[src/rtl/pkg_rx_pkg.sv]
// Shared definitions for the packet receiver: FSM states, header field
// positions and the layout of one payload buffer entry.
package pkg_rx_pkg;

    // Receiver states. IDLE waits for a header, PAYLOAD collects the
    // announced number of words, DROP discards the tail of a packet that
    // ran past its announced length until the next header or last flag.
    typedef enum logic [1:0] {
        ST_IDLE    = 2'd0,
        ST_PAYLOAD = 2'd1,
        ST_DROP    = 2'd2
    } state_e;

    // Header word layout: [31:24] packet id, [23:16] payload length.
    localparam int HDR_ID_MSB  = 31;
    localparam int HDR_ID_LSB  = 24;
    localparam int HDR_LEN_MSB = 23;
    localparam int HDR_LEN_LSB = 16;

    // One buffered payload word plus its packet tags.
    typedef struct packed {
        logic [7:0]  id;
        logic [31:0] data;
        logic        last;
        logic        err;
    } fifo_entry_t;

    localparam int ENTRY_W = $bits(fifo_entry_t);

    function automatic logic [7:0] hdr_id(input logic [31:0] word);
        return word[HDR_ID_MSB:HDR_ID_LSB];
    endfunction

    function automatic logic [7:0] hdr_len(input logic [31:0] word);
        return word[HDR_LEN_MSB:HDR_LEN_LSB];
    endfunction

    // 8-bit counter increment that sticks at 255 instead of wrapping.
    function automatic logic [7:0] sat_add8(input logic [7:0] cnt, input logic [1:0] inc);
        logic [8:0] sum;
        sum = {1'b0, cnt} + {7'd0, inc};
        return sum[8] ? 8'hFF : sum[7:0];
    endfunction

endpackage

[src/rtl/pkg_rx_fifo.sv]
// Synchronous FIFO for payload entries. Pointers carry one extra wrap bit
// so full and empty are told apart by comparing the MSBs. The head entry
// reads as all zeros while the FIFO is empty so the outputs are clean
// after reset.
module pkg_rx_fifo
    import pkg_rx_pkg::*;
#(
    parameter int DEPTH = 4
) (
    input  logic               i_clk,
    input  logic               i_rst,
    input  logic               i_push,
    input  logic [ENTRY_W-1:0] i_push_data,
    input  logic               i_pop,
    output logic [ENTRY_W-1:0] o_head,
    output logic               o_full,
    output logic               o_empty
);

    localparam int AW = (DEPTH > 1) ? $clog2(DEPTH) : 1;

    logic [AW:0]        r_wr_ptr;
    logic [AW:0]        r_rd_ptr;
    logic [ENTRY_W-1:0] r_mem [DEPTH];
    logic               w_full;
    logic               w_empty;
    logic               w_do_push;
    logic               w_do_pop;

    assign w_empty   = (r_wr_ptr == r_rd_ptr);
    assign w_full    = (r_wr_ptr[AW] != r_rd_ptr[AW]) &&
                       (r_wr_ptr[AW-1:0] == r_rd_ptr[AW-1:0]);
    // Guards keep the pointers consistent even if a caller misbehaves.
    assign w_do_push = i_push && !w_full;
    assign w_do_pop  = i_pop && !w_empty;

    assign o_full  = w_full;
    assign o_empty = w_empty;
    assign o_head  = w_empty ? '0 : r_mem[r_rd_ptr[AW-1:0]];

    // Pointer update; a reset simply empties the buffer.
    always_ff @(posedge i_clk) begin
        if (i_rst) begin
            r_wr_ptr <= '0;
            r_rd_ptr <= '0;
        end else begin
            if (w_do_push) r_wr_ptr <= r_wr_ptr + 1'b1;
            if (w_do_pop)  r_rd_ptr <= r_rd_ptr + 1'b1;
        end
    end

    // Storage write; contents need no reset because empty masks the head.
    always_ff @(posedge i_clk) begin
        if (w_do_push) r_mem[r_wr_ptr[AW-1:0]] <= i_push_data;
    end

endmodule

[src/rtl/pkg_rx.sv]
// Packet receiver. Takes header + payload words from the formatter, checks
// each packet's length against its last flag, tags every payload word with
// the packet id and buffers it for the downstream consumer. Good and
// errored packets are counted.
//
// Handshakes: an input word transfers on a rising edge where
// pkg_vld_i && rev_rdy_o; an output entry transfers on a rising edge where
// out_vld_o && out_rdy_i. Valid never depends on the partner's ready.
module pkg_rx
    import pkg_rx_pkg::*;
#(
    parameter int FIFO_DEPTH = 4,
    parameter int CNT_W      = 16
) (
    input  logic             clk_i,
    input  logic             rst_i,
    input  logic             pkg_vld_i,
    input  logic [31:0]      pkg_dat_i,
    input  logic             pkg_fst_i,
    input  logic             pkg_lst_i,
    output logic             rev_rdy_o,
    output logic             out_vld_o,
    input  logic             out_rdy_i,
    output logic [31:0]      out_dat_o,
    output logic [7:0]       out_id_o,
    output logic             out_last_o,
    output logic             out_err_o,
    output logic [CNT_W-1:0] pkt_cnt_o,
    output logic [7:0]       err_cnt_o,
    output logic [1:0]       dbg_state_o
);

    state_e            r_state;
    state_e            w_state_nxt;
    logic [7:0]        r_id;
    logic [7:0]        w_id_nxt;
    logic [7:0]        r_rem;
    logic [7:0]        w_rem_nxt;
    logic [CNT_W-1:0]  r_pkt_cnt;
    logic [7:0]        r_err_cnt;
    logic              w_pkt_inc;
    logic [1:0]        w_err_inc;
    logic              w_push;
    fifo_entry_t       w_push_entry;
    fifo_entry_t       w_head;
    logic              w_full;
    logic              w_empty;
    logic              w_accept;
    logic              w_pop;
    logic [7:0]        w_hdr_id;
    logic [7:0]        w_hdr_len;

    // Ready depends only on buffer space; held low while in reset.
    assign rev_rdy_o = !w_full && !rst_i;
    assign w_accept  = pkg_vld_i && rev_rdy_o;
    assign w_pop     = !w_empty && out_rdy_i;
    assign w_hdr_id  = hdr_id(pkg_dat_i);
    assign w_hdr_len = hdr_len(pkg_dat_i);

    // Next-state, push and counter-increment decode for one accepted word.
    always_comb begin
        w_state_nxt  = r_state;
        w_id_nxt     = r_id;
        w_rem_nxt    = r_rem;
        w_push       = 1'b0;
        w_push_entry = '0;
        w_pkt_inc    = 1'b0;
        w_err_inc    = 2'd0;

        if (w_accept) begin
            if (pkg_fst_i) begin
                // A header cuts off any open packet: close it with a
                // zero-data error marker carrying the old id. The new
                // header is then handled as it would be from IDLE, which
                // can add a second error in the same cycle.
                if (r_state == ST_PAYLOAD) begin
                    w_push            = 1'b1;
                    w_push_entry.id   = r_id;
                    w_push_entry.data = 32'd0;
                    w_push_entry.last = 1'b1;
                    w_push_entry.err  = 1'b1;
                    w_err_inc         = 2'd1;
                end
                if (w_hdr_len != 8'd0) begin
                    w_state_nxt = ST_PAYLOAD;
                    w_id_nxt    = w_hdr_id;
                    w_rem_nxt   = w_hdr_len;
                end else begin
                    w_state_nxt = ST_IDLE;
                    w_err_inc   = w_err_inc + 2'd1;
                end
            end else begin
                unique case (r_state)
                    ST_IDLE: begin
                        // Payload with no header: nothing to attach it to.
                        w_err_inc = 2'd1;
                    end
                    ST_PAYLOAD: begin
                        w_push            = 1'b1;
                        w_push_entry.id   = r_id;
                        w_push_entry.data = pkg_dat_i;
                        w_rem_nxt         = r_rem - 8'd1;
                        if (pkg_lst_i) begin
                            w_push_entry.last = 1'b1;
                            w_state_nxt       = ST_IDLE;
                            if (r_rem == 8'd1) begin
                                w_push_entry.err = 1'b0;
                                w_pkt_inc        = 1'b1;
                            end else begin
                                w_push_entry.err = 1'b1;
                                w_err_inc        = 2'd1;
                            end
                        end else if (r_rem == 8'd1) begin
                            // Length used up but no last flag: terminate
                            // the packet here and drop the overrun.
                            w_push_entry.last = 1'b1;
                            w_push_entry.err  = 1'b1;
                            w_err_inc         = 2'd1;
                            w_state_nxt       = ST_DROP;
                        end
                    end
                    ST_DROP: begin
                        if (pkg_lst_i) w_state_nxt = ST_IDLE;
                    end
                    default: begin
                        w_state_nxt = ST_IDLE;
                    end
                endcase
            end
        end
    end

    // FSM, packet context and counters.
    always_ff @(posedge clk_i) begin
        if (rst_i) begin
            r_state   <= ST_IDLE;
            r_id      <= 8'd0;
            r_rem     <= 8'd0;
            r_pkt_cnt <= '0;
            r_err_cnt <= 8'd0;
        end else begin
            r_state   <= w_state_nxt;
            r_id      <= w_id_nxt;
            r_rem     <= w_rem_nxt;
            r_pkt_cnt <= r_pkt_cnt + CNT_W'(w_pkt_inc);
            r_err_cnt <= sat_add8(r_err_cnt, w_err_inc);
        end
    end

    pkg_rx_fifo #(
        .DEPTH (FIFO_DEPTH)
    ) u_fifo (
        .i_clk       (clk_i),
        .i_rst       (rst_i),
        .i_push      (w_push),
        .i_push_data (w_push_entry),
        .i_pop       (w_pop),
        .o_head      (w_head),
        .o_full      (w_full),
        .o_empty     (w_empty)
    );

    assign out_vld_o   = !w_empty;
    assign out_dat_o   = w_head.data;
    assign out_id_o    = w_head.id;
    assign out_last_o  = w_head.last;
    assign out_err_o   = w_head.err;
    assign pkt_cnt_o   = r_pkt_cnt;
    assign err_cnt_o   = r_err_cnt;
    assign dbg_state_o = r_state;

endmodule

[config.mk]
export PLATFORM = sky130hd
export DESIGN_NAME = pkg_rx
export DESIGN_NICKNAME = d
export VERILOG_FILES = /design/src/rtl/pkg_rx_pkg.sv /design/src/rtl/pkg_rx_fifo.sv /design/src/rtl/pkg_rx.sv
export SDC_FILE = /design/constraint.sdc
export NUM_CORES = 1
export LEC_CHECK = 0
export ABC_AREA = 1
export CORE_MARGIN = 1.5
export CORE_UTILIZATION = 40
export DETAILED_ROUTE_END_ITERATION = 12
export HOLD_SLACK_MARGIN = 0.1
export SYNTH_ARGS = -nofsm -noshare
export SYNTH_HDL_FRONTEND = slang
export SYNTH_SLANG_ARGS = --single-unit
export TNS_END_PERCENT = 50
[constraint.sdc]
create_clock -name clk_i -period 4.04 [get_ports clk_i]
set_input_delay 0.808 -clock clk_i [delete_from_list [all_inputs] [get_ports clk_i]]
set_output_delay 0.808 -clock clk_i [all_outputs]
set_load 0.02 [all_outputs]
* Word level (Yosys, flattened, before mapping)
Memories as Yosys holds them, arrays and structs flattened. A register that Yosys moved wholly into a read port is not among the register bits.
Cells that the tools add are included.
Widths: inputs -> output; s select.
** Operators by class
- Add/subtract/negate cells :: 6
- Equal/unequal tests :: 10
- Muxes and demuxes :: 39
- Reductions and logical operators :: 15
** Operator list (count)
- $mux 42 :: 5
- $mux 8 :: 4
- $mux 2 :: 14
- $add 16x1->16 :: 1
- $mux 1 :: 14
- $add 8x2->9 :: 1
- $eq 8x1->1 const B :: 1
- $reduce_bool 8->1 :: 1
- $sub 8x1->8 const B :: 1
- $add 3x1->3 const B :: 2
- $logic_and 1x1->1 :: 6
- $pmux 2 s3 :: 1
- $reduce_and 3->1 :: 2
- $ne 4x3->1 const B :: 1
- $pmux 2 s2 :: 1
- $reduce_and 4->1 :: 1
- $eq 3x3->1 :: 1
- $logic_not 1->1 :: 3
- $ne 3x3->1 const B :: 1
- $add 2x1->2 const B :: 1
- $eq 2x1->1 const B :: 1
- $eq 2x2->1 :: 1
- $eq 2x2->1 const B :: 1
- $logic_not 2->1 :: 1
- other kinds (4) :: 4
** Word-level totals
- Register bits after elaboration :: 48
- Memory bits (writable) :: 168
- Input bits :: 38
- Output and inout bits :: 70
- Word-level logic and storage cells :: 78
- Memories kept :: 1
** Memory list
- u_fifo.r_mem :: words 4, width 42, rd ports 1, clocked after memory_dff 1, write ports 1, RTL line pkg_rx_fifo.sv:24 : logic [ENTRY_W-1:0] r_mem [DEPTH];

* Logic depth before layout (Yosys ltp)
Gate-level depths: netlist of the first run.
- Depth in word-level cells :: 12
- Mapped depth :: 18
- Depth with buffers taken out :: 18

* By module
A second synthesis of the first run with hierarchy kept.
** Second synthesis, totals
- Cells, all modules :: 1038
- Area total of the unflattened synthesis :: 9801.9 um^2
** By module, submodules not included
- pkg_rx_fifo :: times used 1, cells each 611, area an instance 7194.4 um^2, sequential area each 5205.0 um^2
- pkg_rx :: times used 1, cells each 427, area an instance 2607.5 um^2, sequential area each 840.8 um^2

* Worst setup path before layout of the first run
No wires, ideal clock.
- Kind :: input to register
- Start :: input port rst_i
- End :: memory u_fifo.r_mem[0][0] (netlist bit), enable pin
- Library setup time :: 0.441 ns
- Data arrival time :: 3.279 ns
- Data required time :: 3.599 ns
- Path slack :: 0.320 ns
- Stages on the path :: 5
- Path buffers :: 2
- Cell sequence :: buf_2 > inv_2 > nand4_2 > buf_2 > nor2_1
** On the way
- Longest elaborated chain between the ends :: 7
** Ends and longest elaborated chain
- start, declared :: RTL line pkg_rx.sv:16 : input logic rst_i,
- $logic_not 1->1 :: RTL line pkg_rx.sv:54 : assign rev_rdy_o = !w_full && !rst_i;
- $logic_and 1x1->1 :: RTL line pkg_rx.sv:54
- $logic_and 1x1->1 :: RTL line pkg_rx.sv:55 : assign w_accept = pkg_vld_i && rev_rdy_o;
- $mux 1 :: RTL line pkg_rx.sv:70 : if (w_accept) begin
- $logic_and 1x1->1 :: RTL line pkg_rx_fifo.sv:34 : assign w_do_push = i_push && !w_full;
- $mux 1 :: RTL line pkg_rx_fifo.sv:54 : if (w_do_push) r_mem[r_wr_ptr[AW-1:0]] <= i_push_data;
- $mux 1 (not written as such) :: RTL line pkg_rx_fifo.sv:54
- end, declared :: RTL line pkg_rx_fifo.sv:24
No other way between the ends.

* Worst setup path after layout of the first run
- Start :: register u_fifo.r_wr_ptr[1]
- End :: output port out_err_o
** On the way
- Longest elaborated chain between the ends :: 2
** Ends and longest elaborated chain
- start, declared :: RTL line pkg_rx_fifo.sv:22 : logic [AW:0] r_wr_ptr;
- start signal, assigned :: RTL line pkg_rx_fifo.sv:47 : if (w_do_push) r_wr_ptr <= r_wr_ptr + 1'b1;
- $eq 3x3->1 :: RTL line pkg_rx_fifo.sv:30 : assign w_empty = (r_wr_ptr == r_rd_ptr);
- $mux 42 :: RTL line pkg_rx_fifo.sv:39 : assign o_head = w_empty ? '0 : r_mem[r_rd_ptr[AW-1:0]];
- end, declared :: RTL line pkg_rx.sv:27 : output logic out_err_o,
No other way between the ends.

==> key figures, run 1 <==
Run status
  – Outcome: finished, final reports clean

Synth
  – Number of synthesis warnings: 0
  – Xor/xnor cell area share of the yosys netlist: 0.8911%
  – Top FF cell, synth: edfxtp_1
  – Largest family of logic cells by synthesized area: simple AND/OR/NAND/NOR gates
  – Synth Area per Inst: 9.886 µm²
  – Flops & latches, synth: 218
  – Post-synth ARST share: 0%
  – Synth Area in Adders: roughly 2%
  – Seq/Total Area, Yosys: 62.40%
  – Distinct cell type count after synthesis: 40
  – Top post-synthesis cells by area: edfxtp_1, dfxtp_1, nor2_1
  – Cell taking the most area after synthesis: edfxtp_1
  – Post-synthesis cell count: 980
  – Compound-Gate Fraction of Synth Area: 8.782%
  – Mapped Area: 9688 µm²
  – Post-synth EDFFs: 168
  – Synth top cells by count: nor2_1, edfxtp_1, nand2_1
  – Count leader, synth: nor2_1
  – Post-Synth Simple-Gate Area: between 10% and 20%
  – Share of the synthesized area in the top cell type: a little over half
  – Post-synthesis net count: 1033
  – Mux share of post-synthesis cell area: 0%

Placed design
  – Port Buffers: approximately 110
  – Placed cells: 1377
  – Hpwl dp: 13060 µm
  – Area after DPL: 11150 µm²
  – Gpl congestion: approximately 0.82
  – Pre-CTS WS: 0.2777 ns

Floorplan
  – Row count: 56
  – Vert. Die Dim: 158.6 µm
  – Die X: 158.6 µm
  – Core outline area: between 20000 and 25000 µm²
  – Initial Util: between 40% and 50%
  – Die ar.: 25160 µm²
  – I/O Pins: about 110

Setup path
  – R2R Setup Slk: 0.88 ns
  – Cell repeated most along the worst path: nand2_1
  – Worst r2r src: r_rem[2]
  – Arr. time, crit path: 2.73 ns
  – Worst-case reg-to-reg path depth: 17
  – Class of the most critical setup path: reg -> out
  – CP Cell Sequence: inv_1, nand2_1, nand2_1, nand4_2, buf_4, nand2_1, inv_1, clkdlybuf4s50_1
  – Worst-path fanout max: 43
  – Crit-path max cell delay: approximately 0.62 ns
  – CP endpoint kind: primary output
  – CP max-delay cell: clkdlybuf4s50_1
  – Critical Path RT: roughly 3.2 ns
  – Critical path origin: u_fifo.r_wr_ptr[1]
  – Worst Setup Start Kind: flop

Drt
  – Pre-antenna DRT Iters: 4
  – Via count: 6984
  – Final wirelength: 21780 µm
  – # DRC: 0
  – DRT iter0 DRCs: 383
  – Routed vias/inst: 4.898
  – ANT nets after route: 0
  – WL/cell: 15.27 µm

Clock tree
  – Hold Buf Count CTS: 0
  – CTS H-tree depth: 1
  – Num CTS Buffers: 25
  – # Post-CTS Setup Buffers: 0
  – Latest clock arrival within the worst-skew pair: between 0.5 and 0.6 ns
  – CTS tree: done
  – Clock transition at the registers of the reported paths: around 0.060 ns
  – Max Root-Sink Buffers: 3
  – CTS resizes: 0
  – Clock sinks: 218
  – Root buf cell: clkbuf_16

Pwr
  – P per Cell Area: 425.3 nW/µm²
  – Leakage: 4.614 nW
  – Switch share: roughly a quarter
  – Worst vdd ir: between 0.2 and 0.25 mV
  – Gate power share: between 10% and 20%
  – Pint: 3.788 mW
  – Sequential share of power: between 40 and 50%
  – Clock power share: 39.2%
  – Net switching power: 1.261 mW

Timing
  – Final period util: 87.53%
  – Setup-failing EPs final: 0
  – Min cycle time layout: around 3.5 ns
  – Worst rel slew slack: 62.23%
  – Clock Skew: 0.01924 ns
  – RSZ-0062 raised after global routing: false
  – Final hold violation count: 0
  – Final slew viol count: 0
  – Setup TNS: 0 ns
  – Maximum clock frequency: 282.8 MHz
  – Setup slack after layout: about 0.5 ns
  – Slew @ Worst Pin: 0.5666 ns

Layout
  – Area growth from synthesis to final layout: 22.54%
  – Final Instance Area: 11870 µm²
  – Nets: 1138
  – Final Instance Count excl. Fillers: 1426
  – Layout cells sized above 1: 6.709%

GRT
  – Pin count of the biggest net entering global routing: 85
  – Number of global-route vias before repair: ~6.7k
  – Initial antenna violation count: 3
  – Overflow after GRT: 0
  – First-pass GRT wire length: 34110 µm
  – Gr usage total: 17.36%

Hold path
  – Hold Path Depth: 2
  – Worst Hold Launch: pkt_cnt_o[14]
  – Hold Crit Class: reg -> reg

Flow run
  – Max Cap Violations: 0
-- flip-flops by register name (all words and copies together) (netlist names), named ones only --
name             count
u_fifo.r_mem       168
pkt_cnt_o           16
err_cnt_o            8
r_id                 8
r_rem                8
u_fifo.r_rd_ptr      3
u_fifo.r_wr_ptr      3
dbg_state_o          2
-- cell type report --
class	instances	area [µm²]
Inverter	106	405.4
Clock inverter	14	67.56
Tap cell	319	399.1
Fill cell	2184	11740
Multi-Input combinational cell	609	3012
Timing Repair Buffer	125	1281
Sequential cell	218	6048
Antenna cell	4	10.01
Clock buffer	31	648.1
-- through the flow --
stage,hold slack (ns),power (mW),util [%]
finish,0.4956,5.049,50.28
global placement,0.4789,3.122,47.20
CTS,0.4966,5.101,50.23
floorplan,0.4717,2.885,-
global route,0.5157,5.248,50.23
detailed placement,0.4847,3.127,47.20
-- final timing paths --
check,end
max,out_err_o
min,pkt_cnt_o[14]
max reg2reg,err_cnt_o[3]
min reg2reg,pkt_cnt_o[14]
-- layer usage --
| metal | vias to the layer above | GRT usage, % | routed length [µm] |
|---|---|---|---|
| met2 | 147 | 28.90 | 9943 |
| met1 | 3320 | 22.94 | 10200 |
| met3 | 28 | 4.300 | 1336 |
| met4 | 0 | 3.827 | 299 |
| met5 | - | 0 | 0 |
| li1 | 3489 | - | - |
-- worst max-delay path: cells and delay by family, from the launching register on --
kind / cells / cell delay (ns)
buf+inv: 4 / 1.35
flops: 1 / 0.40
simple gates: 4 / 0.45
-- cell usage in the layout, fill, tap and decap left out, types with 4 or more instances in the layout --
cell type | synthesis | routed
o21ai_0 | 55 | 55
clkdlybuf4s50_1 | 0 | 107
nor2_4 | 3 | 7
edfxtp_1 | 168 | 168
nand2_1 | 159 | 159
buf_4 | 3 | 12
clkinv_2 | 0 | 5
o21ai_1 | 5 | 5
o32ai_1 | 42 | 42
nand4_1 | 5 | 5
diode_2 | 0 | 4
inv_1 | 103 | 103
dfxtp_1 | 50 | 48
buf_12 | 0 | 6
xor2_1 | 7 | 7
nor2_1 | 243 | 239
clkinv_1 | 0 | 7
ha_1 | 14 | 14
nor3_1 | 5 | 5
nand3_1 | 25 | 25
a21oi_1 | 23 | 23
clkbuf_1 | 17 | 6
clkbuf_16 | 0 | 25
-- cell families (layout without fill, tap and decap cells) --
| group | after synthesis | count (layout) |
|---|---|---|
| simple gates | 451 | 451 |
| flops | 218 | 218 |
| buf+inv | 153 | 276 |
| compound gates | 134 | 134 |
| fa+ha+maj | 15 | 15 |
| xor+xnor | 9 | 9 |
| other cells | 0 | 4 |
-- power by group through the flow --
stage | Sequential (mW) | Clock, mW | Combinational (mW)
final | 2.43 | 1.98 | 0.644
after global routing | 2.43 | 2.11 | 0.712
after CTS | 2.43 | 2.02 | 0.655
after detailed placement | 2.47 | 0 | 0.653
after global placement | 2.47 | 0 | 0.648
after floorplan | 2.47 | 0 | 0.420
(Power assumes the default switching activity.)
==> run 2, diff against run 1 <==
--- a/config.mk
+++ b/config.mk
@@ -5,7 +5,6 @@
 export SDC_FILE = /design/constraint.sdc
 export NUM_CORES = 1
 export LEC_CHECK = 0
-export ABC_AREA = 1
 export CORE_MARGIN = 1.5
 export CORE_UTILIZATION = 40
 export DETAILED_ROUTE_END_ITERATION = 12
==> run 2 against run 1 <==
Clock-buffer cell count stayed put. Register-to-register slack worse by 0.07 ns. Sequential share of layout area increased by 1.9 points. Sequential cell count unchanged. Combinational power fell by 46%. Utilization increased by 0.40 points. Total power down 3.4%. Global-route usage down 0.47 points. Hold slack worse by 0.020 ns. Clock power increased by 7%. Largest cell class unchanged. Largest power group unchanged.
==> key figures, run 2 <==
Run status
  – Outcome: finished, final reports clean

Synth
  – Share of the synthesized area in the top cell type: 54.90%
  – Post-synth ARST share: 0%
  – Flops & latches, synth: 218
  – Mapped Area: 9189 µm²
  – Top FF cell, synth: edfxtp_1
  – Post-synth EDFFs: approximately 170
  – Top post-synthesis cells by area: edfxtp_1, dfxtp_1, mux4_2
  – Count leader, synth: edfxtp_1
  – Cell taking the most area after synthesis: edfxtp_1
  – Post-synthesis net count: 668
  – Synth top cells by count: edfxtp_1, and2_1, dfxtp_1
  – Distinct cell type count after synthesis: 50
  – Synth Area per Inst: approximately 15 µm²
  – Seq/Total Area, Yosys: around two thirds
  – Number of synthesis warnings: 0
  – Post-synthesis cell count: a little over 600

Drt
  – ANT nets after route: 0
  – Top sig layer: met4
  – # DRC: 0
  – Routed vias/inst: 5.348
  – Met3 routed WL: slightly below 1000 µm
  – Wl on met1: 8689 µm
  – WL/cell: 19.32 µm
  – Pre-antenna DRT Iters: 4
  – DRT iter0 DRCs: ~320
  – Via count: 5535
  – Final wirelength: about 20000 µm
  – Met2 WL post-DR: 9940 µm

Pwr
  – P per Cell Area: 426.6 nW/µm²
  – Worst vdd ir: 0.3068 mV
  – Leakage: 3.762 nW

Clock tree
  – Num CTS Buffers: 24
  – Hold Buf Count CTS: 0
  – Clock transition at the registers of the reported paths: 0.06 ns
  – CTS H-tree depth: 1
  – # Post-CTS Setup Buffers: 0
  – Root buf cell: clkbuf_16
  – Max Root-Sink Buffers: 3
  – Clock sinks: roughly 220
  – Latest clock arrival within the worst-skew pair: 0.51 ns
  – CTS resizes: 0
  – CTS tree: done

Timing
  – Setup-failing EPs final: 0
  – Min cycle time layout: 3.583 ns
  – Final period util: 88.70%
  – Clock Skew: 0.01997 ns
  – Slew @ Worst Pin: 0.7591 ns
  – Final slew viol count: 0
  – RSZ-0062 raised after global routing: false
  – Maximum clock frequency: around 280 MHz
  – Setup TNS: 0 ns
  – Worst rel slew slack: 48.94%
  – Final hold violation count: 0

Layout
  – Commonest non-fill, non-tap cell in the layout: edfxtp_1
  – Antenna diode count: 0
  – Final Instance Area: 11440 µm²
  – Layout cells sized above 1: 13.87%
  – Fillers: 1933
  – Most frequent cells in the layout: edfxtp_1, clkdlybuf4s50_1, and2_1, dfxtp_1, mux4_2
  – Nets: ~790
  – Max FFs per register: 168
  – Area growth from synthesis to final layout: 24.48%

GRT
  – Overflow after GRT: 0
  – Number of global-route vias before repair: 5788
  – First-pass GRT wire length: 31490 µm
  – Gr usage total: around 17%
  – Pin count of the biggest net entering global routing: 51
  – Initial antenna violation count: 0

Hold path
  – Worst Hold Launch: r_id[6]
  – Hold Crit Class: reg -> reg
  – Hold EP: r_id[6]
  – Hold Path Depth: 2

Floorplan
  – Die ar.: 23890 µm²
  – Vert. Die Dim: 154.6 µm
  – Initial Util: 40.71%
  – I/O Pins: approximately 110
  – Core outline area: ~23000 µm²
  – Row count: 55
  – Die X: 154.6 µm

Setup path
  – Critical Path RT: 3.23 ns
  – CP max-delay cell: clkdlybuf4s50_1
  – Crit path max-delay family: buffers and inverters
  – Worst r2r src: r_rem[3]
  – Arr. time, crit path: 2.78 ns
  – Crit-path max cell delay: slightly above 0.6 ns
  – R2R Setup Slk: slightly above 0.8 ns
  – FF-to-FF End: err_cnt_o[2]
  – CP bufs+invs: 2
  – CP Cell Sequence: xor2_1, or3_1, buf_4, and2_1, clkdlybuf4s50_1
  – Worst Setup Start Kind: flop
  – Worst-path fanout max: 43
  – Critical Path Stages: 5
  – CP endpoint kind: primary output
  – Worst-case reg-to-reg path depth: 14
  – Class of the most critical setup path: reg -> out

Placed design
  – Hpwl dp: 12460 µm
  – Area after DPL: 10670 µm²
  – Port Buffers: 107
  – Gpl congestion: 0.8364

Flow run
  – Max Cap Violations: 0
## run 2: report_power, final
group	total, mW	internal (mW)	switching, mW
logic	0.350	0.169	0.181
clock network	2.11	1.26	0.845
registers	2.42	2.41	0.0133
total	4.88	3.84	1.04
## run 2: worst register-to-register path: stages (launching register included)
cell and delay (ns):
dfxtp_1 0.35, nor4_1 0.30, buf_4 0.19, nand3_1 0.14, ha_1 0.31, inv_1 0.05, a211oi_1 0.24, a21oi_1 0.06
nor2_1 0.11, ha_1 0.17, inv_1 0.05, fa_1 0.43, nor3_1 0.28, nand4_1 0.25, a21oi_1 0.22
## run 2: final cells by class
cell class	count	area (µm²)	area share (%)
clock buffer	31	648.1	5.666
clock inverter	13	125.1	1.094
inverter	22	82.58	0.7219
multi-input combinational	343	2924	25.56
sequential	218	6048	52.88
tap	285	356.6	3.117
timing repair buffer	123	1254	10.96
## run 2: metrics by stage
step / power, mW / worst slack (ns) / std cells / util [%] / hold slack, ns
after floorplan: 2.657 / 0.9427 / 615 / - / 0.4489
after global placement: 2.822 / 0.3133 / 991 / 47.25 / 0.4620
after detailed placement: 2.823 / 0.1841 / 991 / 47.25 / 0.4644
after CTS: 4.940 / 0.3912 / 1035 / 50.68 / 0.4725
after global routing: 5.049 / 0.3191 / 1035 / 50.68 / 0.5028
final: 4.879 / 0.4566 / 1035 / 50.68 / 0.4752
## run 2: cell families (layout without fill, tap and decap cells)
family                   Yosys count  after routing  share of synthesized area [%]
AND/OR/NAND/NOR                  190            190                          11.91
buffers and inverters             54            189                          2.437
multiplexers                      46             46                          10.73
XOR/XNOR                          20             20                          1.906
flip-flops                       218            218                          65.80
adder cells (fa/ha/maj)           16             16                          2.233
AO/OA/AOI/OAI                     71             71                          4.984
## run 2: worst max path at each step
stage                                  start                  to  slack (ns)
after floorplan                        rst_i  u_fifo.r_mem[1][0]        0.94
after global placement         pkg_dat_i[23]        err_cnt_o[6]        0.31
after detailed placement       pkg_dat_i[23]        err_cnt_o[2]        0.18
after CTS                 u_fifo.r_wr_ptr[2]       out_dat_o[28]        0.39
after global routing      u_fifo.r_wr_ptr[2]       out_dat_o[25]        0.32
final                     u_fifo.r_wr_ptr[2]       out_dat_o[28]        0.46
## run 2: per-layer routing
| layer | GRT usage (%) | up-vias |
|---|---|---|
| met1 | 21.84 | 2773 |
| met5 | 0 | - |
| met4 | 3.800 | 0 |
| li1 | - | 2567 |
| met2 | 29.67 | 163 |
| met3 | 3.082 | 32 |
==> run 3, diff against run 2 <==
==> constraint.sdc (replaced) <==
create_clock -name clk_i -period 4.07 [get_ports clk_i]
set_input_delay 0.814 -clock clk_i [delete_from_list [all_inputs] [get_ports clk_i]]
set_output_delay 0.814 -clock clk_i [all_outputs]
set_load 0.02 [all_outputs]
==> run 3 against run 2 <==
Combinational power down 1%. Sequential share of layout area up 0.24 points. Clock power down 5%. Worst setup slack better by 0.0087 ns. Register-to-register slack better by 0.02 ns. Clock skew down 0.015 ns. Cell count down 0.39%. Highest routed layer unchanged. Largest power group unchanged. First-iteration DRC count down 23%. Clock-buffer cell count down 5. Sequential power about the same.
==> key figures, run 3 (same netlist as run 2, synthesis figures left out) <==
Placed design
  – Area after DPL: 10650 µm²
  – Port Buffers: 107
  – Placed cells: ~1000
  – Hpwl dp: 12410 µm
  – Gpl congestion: approximately 0.8
  – Pre-CTS WS: 0.2108 ns

Clock tree
  – # Post-CTS Setup Buffers: 0
  – Clock sinks: ~220
  – CTS H-tree depth: 1
  – Max Root-Sink Buffers: 3
  – Clock transition at the registers of the reported paths: 0.06 ns
  – Latest clock arrival within the worst-skew pair: 0.50 ns
  – Hold Buf Count CTS: 0
  – Num CTS Buffers: 23
  – CTS tree: done
  – CTS resizes: 0
  – Root buf cell: clkbuf_16

Drt
  – Via count: 5525
  – DRT iter0 DRCs: 248
  – Final wirelength: 19770 µm
  – # DRC: 0
  – ANT nets after route: 0
  – Pre-antenna DRT Iters: 4
  – Routed vias/inst: between 5 and 6
  – WL/cell: 19.18 µm

Floorplan
  – Core outline area: ~23000 µm²
  – Die X: 154.6 µm
  – Vert. Die Dim: 154.6 µm
  – Row count: 55
  – Initial Util: just over 40%
  – Die ar.: about 24000 µm²
  – I/O Pins: roughly 110

Hold path
  – Hold EP: r_rem[6]
  – Hold Crit Class: reg -> reg
  – Hold Path Depth: 2
  – Worst Hold Launch: r_rem[6]

Timing
  – Setup slack after layout: approximately 0.47 ns
  – RSZ-0062 raised after global routing: false
  – Setup TNS: 0 ns
  – Final slew viol count: 0
  – Clock Skew: between 0.005 and 0.006 ns
  – Min cycle time layout: around 3.6 ns
  – Maximum clock frequency: approximately 280 MHz
  – Final period util: 88.57%
  – Setup-failing EPs final: 0
  – Slew @ Worst Pin: 0.6665 ns
  – Worst rel slew slack: 55.27%
  – Final hold violation count: 0

Layout
  – Area growth from synthesis to final layout: 23.91%
  – Nets: 782
  – Final Instance Area: 11390 µm²
  – Commonest non-fill, non-tap cell in the layout: edfxtp_1
  – Antenna diode count: 0
  – Layout cells sized above 1: between 10% and 20%
  – Final Instance Count excl. Fillers: between 1k and 1.5k
  – Max FFs per register: 168
  – Most frequent cells in the layout: edfxtp_1, clkdlybuf4s50_1, and2_1, dfxtp_1, mux4_2

Pwr
  – Worst vdd ir: 0.2337 mV
  – Net switching power: 1.031 mW
  – Pint: approximately 3.7 mW
  – Sequential share of power: roughly 50%
  – P per Cell Area: ~420 nW/µm²
  – Leakage: 3.736 nW
  – Clock power share: 42.3%
  – Gate power share: 7.3%
  – Switch share: 21.65%

Setup path
  – CP endpoint kind: primary output
  – Crit-path max cell delay: 0.62 ns
  – Critical Path RT: 3.26 ns
  – Worst Setup Start Kind: flop
  – Arr. time, crit path: 2.79 ns
  – Worst r2r src: r_rem[3]
  – CP Cell Sequence: xor2_1, or3_1, buf_4, and2_1, clkdlybuf4s50_1
  – Worst-path fanout max: 43
  – FF-to-FF End: err_cnt_o[6]
  – CP max-delay cell: clkdlybuf4s50_1
  – R2R Setup Slk: 0.83 ns
  – Class of the most critical setup path: reg -> out
  – Worst-case reg-to-reg path depth: 14

GRT
  – Number of global-route vias before repair: 5760
  – First-pass GRT wire length: 31400 µm
  – Gr usage total: 16.70%
  – Pin count of the biggest net entering global routing: a little over 50
  – Overflow after GRT: 0
  – Initial antenna violation count: 0

Run status
  – Outcome: finished, final reports clean

Flow run
  – Max Cap Violations: 0
## run 3: stage by stage
| stage | power (mW) | hold slack [ns] | utilization, % |
|---|---|---|---|
| finish | 4.762 | 0.4785 | 50.44 |
| global route | 4.918 | 0.5073 | 50.44 |
| CTS | 4.823 | 0.4811 | 50.44 |
| detailed placement | 2.799 | 0.4709 | 47.18 |
| global placement | 2.800 | 0.4642 | 47.18 |
| floorplan | 2.638 | 0.4489 | - |
## run 3: final cells by class
cell class / instances / area [µm²]
Timing Repair Buffer: 121 / 1239
Clock buffer: 26 / 586.8
Clock inverter: 16 / 148.9
Sequential cell: 218 / 6048
Tap cell: 285 / 356.6
Fill cell: 1926 / 11190
Inverter: 22 / 82.58
Multi-Input combinational cell: 343 / 2924
## run 3: worst max-delay path by stage
stage | startpoint | slack (ns) | cells past startpoint | end
after detailed placement | pkg_dat_i[23] | 0.21 | 12 | err_cnt_o[6]
after global routing | u_fifo.r_rd_ptr[2] | 0.29 | 5 | out_id_o[2]
after global placement | pkg_dat_i[23] | 0.32 | 12 | err_cnt_o[6]
final | u_fifo.r_wr_ptr[2] | 0.47 | 5 | out_dat_o[16]
after CTS | u_fifo.r_wr_ptr[2] | 0.41 | 5 | out_id_o[2]
after floorplan | rst_i | 0.97 | 4 | u_fifo.r_mem[1][0]
## run 3: power groups by stage
stage | Sequential (mW) | Clock, mW | Combinational [mW]
finish | 2.40 | 2.01 | 0.346
global route | 2.40 | 2.14 | 0.374
CTS | 2.40 | 2.07 | 0.351
detailed placement | 2.45 | 0 | 0.350
global placement | 2.45 | 0 | 0.351
floorplan | 2.45 | 0 | 0.190
## run 3: worst max-delay path, delay by kind of cell (launching register included)
kind / cells / cell delay [ns]
xor gates and xnor gates: 1 / 0.46
buffers and inverters: 2 / 1.01
DFF: 1 / 0.36
and+or+nand+nor: 2 / 0.45
## run 3: metal layers
| layer | part of all wire (%) | GRT usage [%] | vias up |
|---|---|---|---|
| met5 | 0 | 0 | - |
| met4 | 2.0 | 4.167 | 0 |
| met3 | 4.2 | 2.858 | 29 |
| met2 | 49 | 28.70 | 142 |
| met1 | 45 | 22.11 | 2799 |
| li1 | - | - | 2555 |
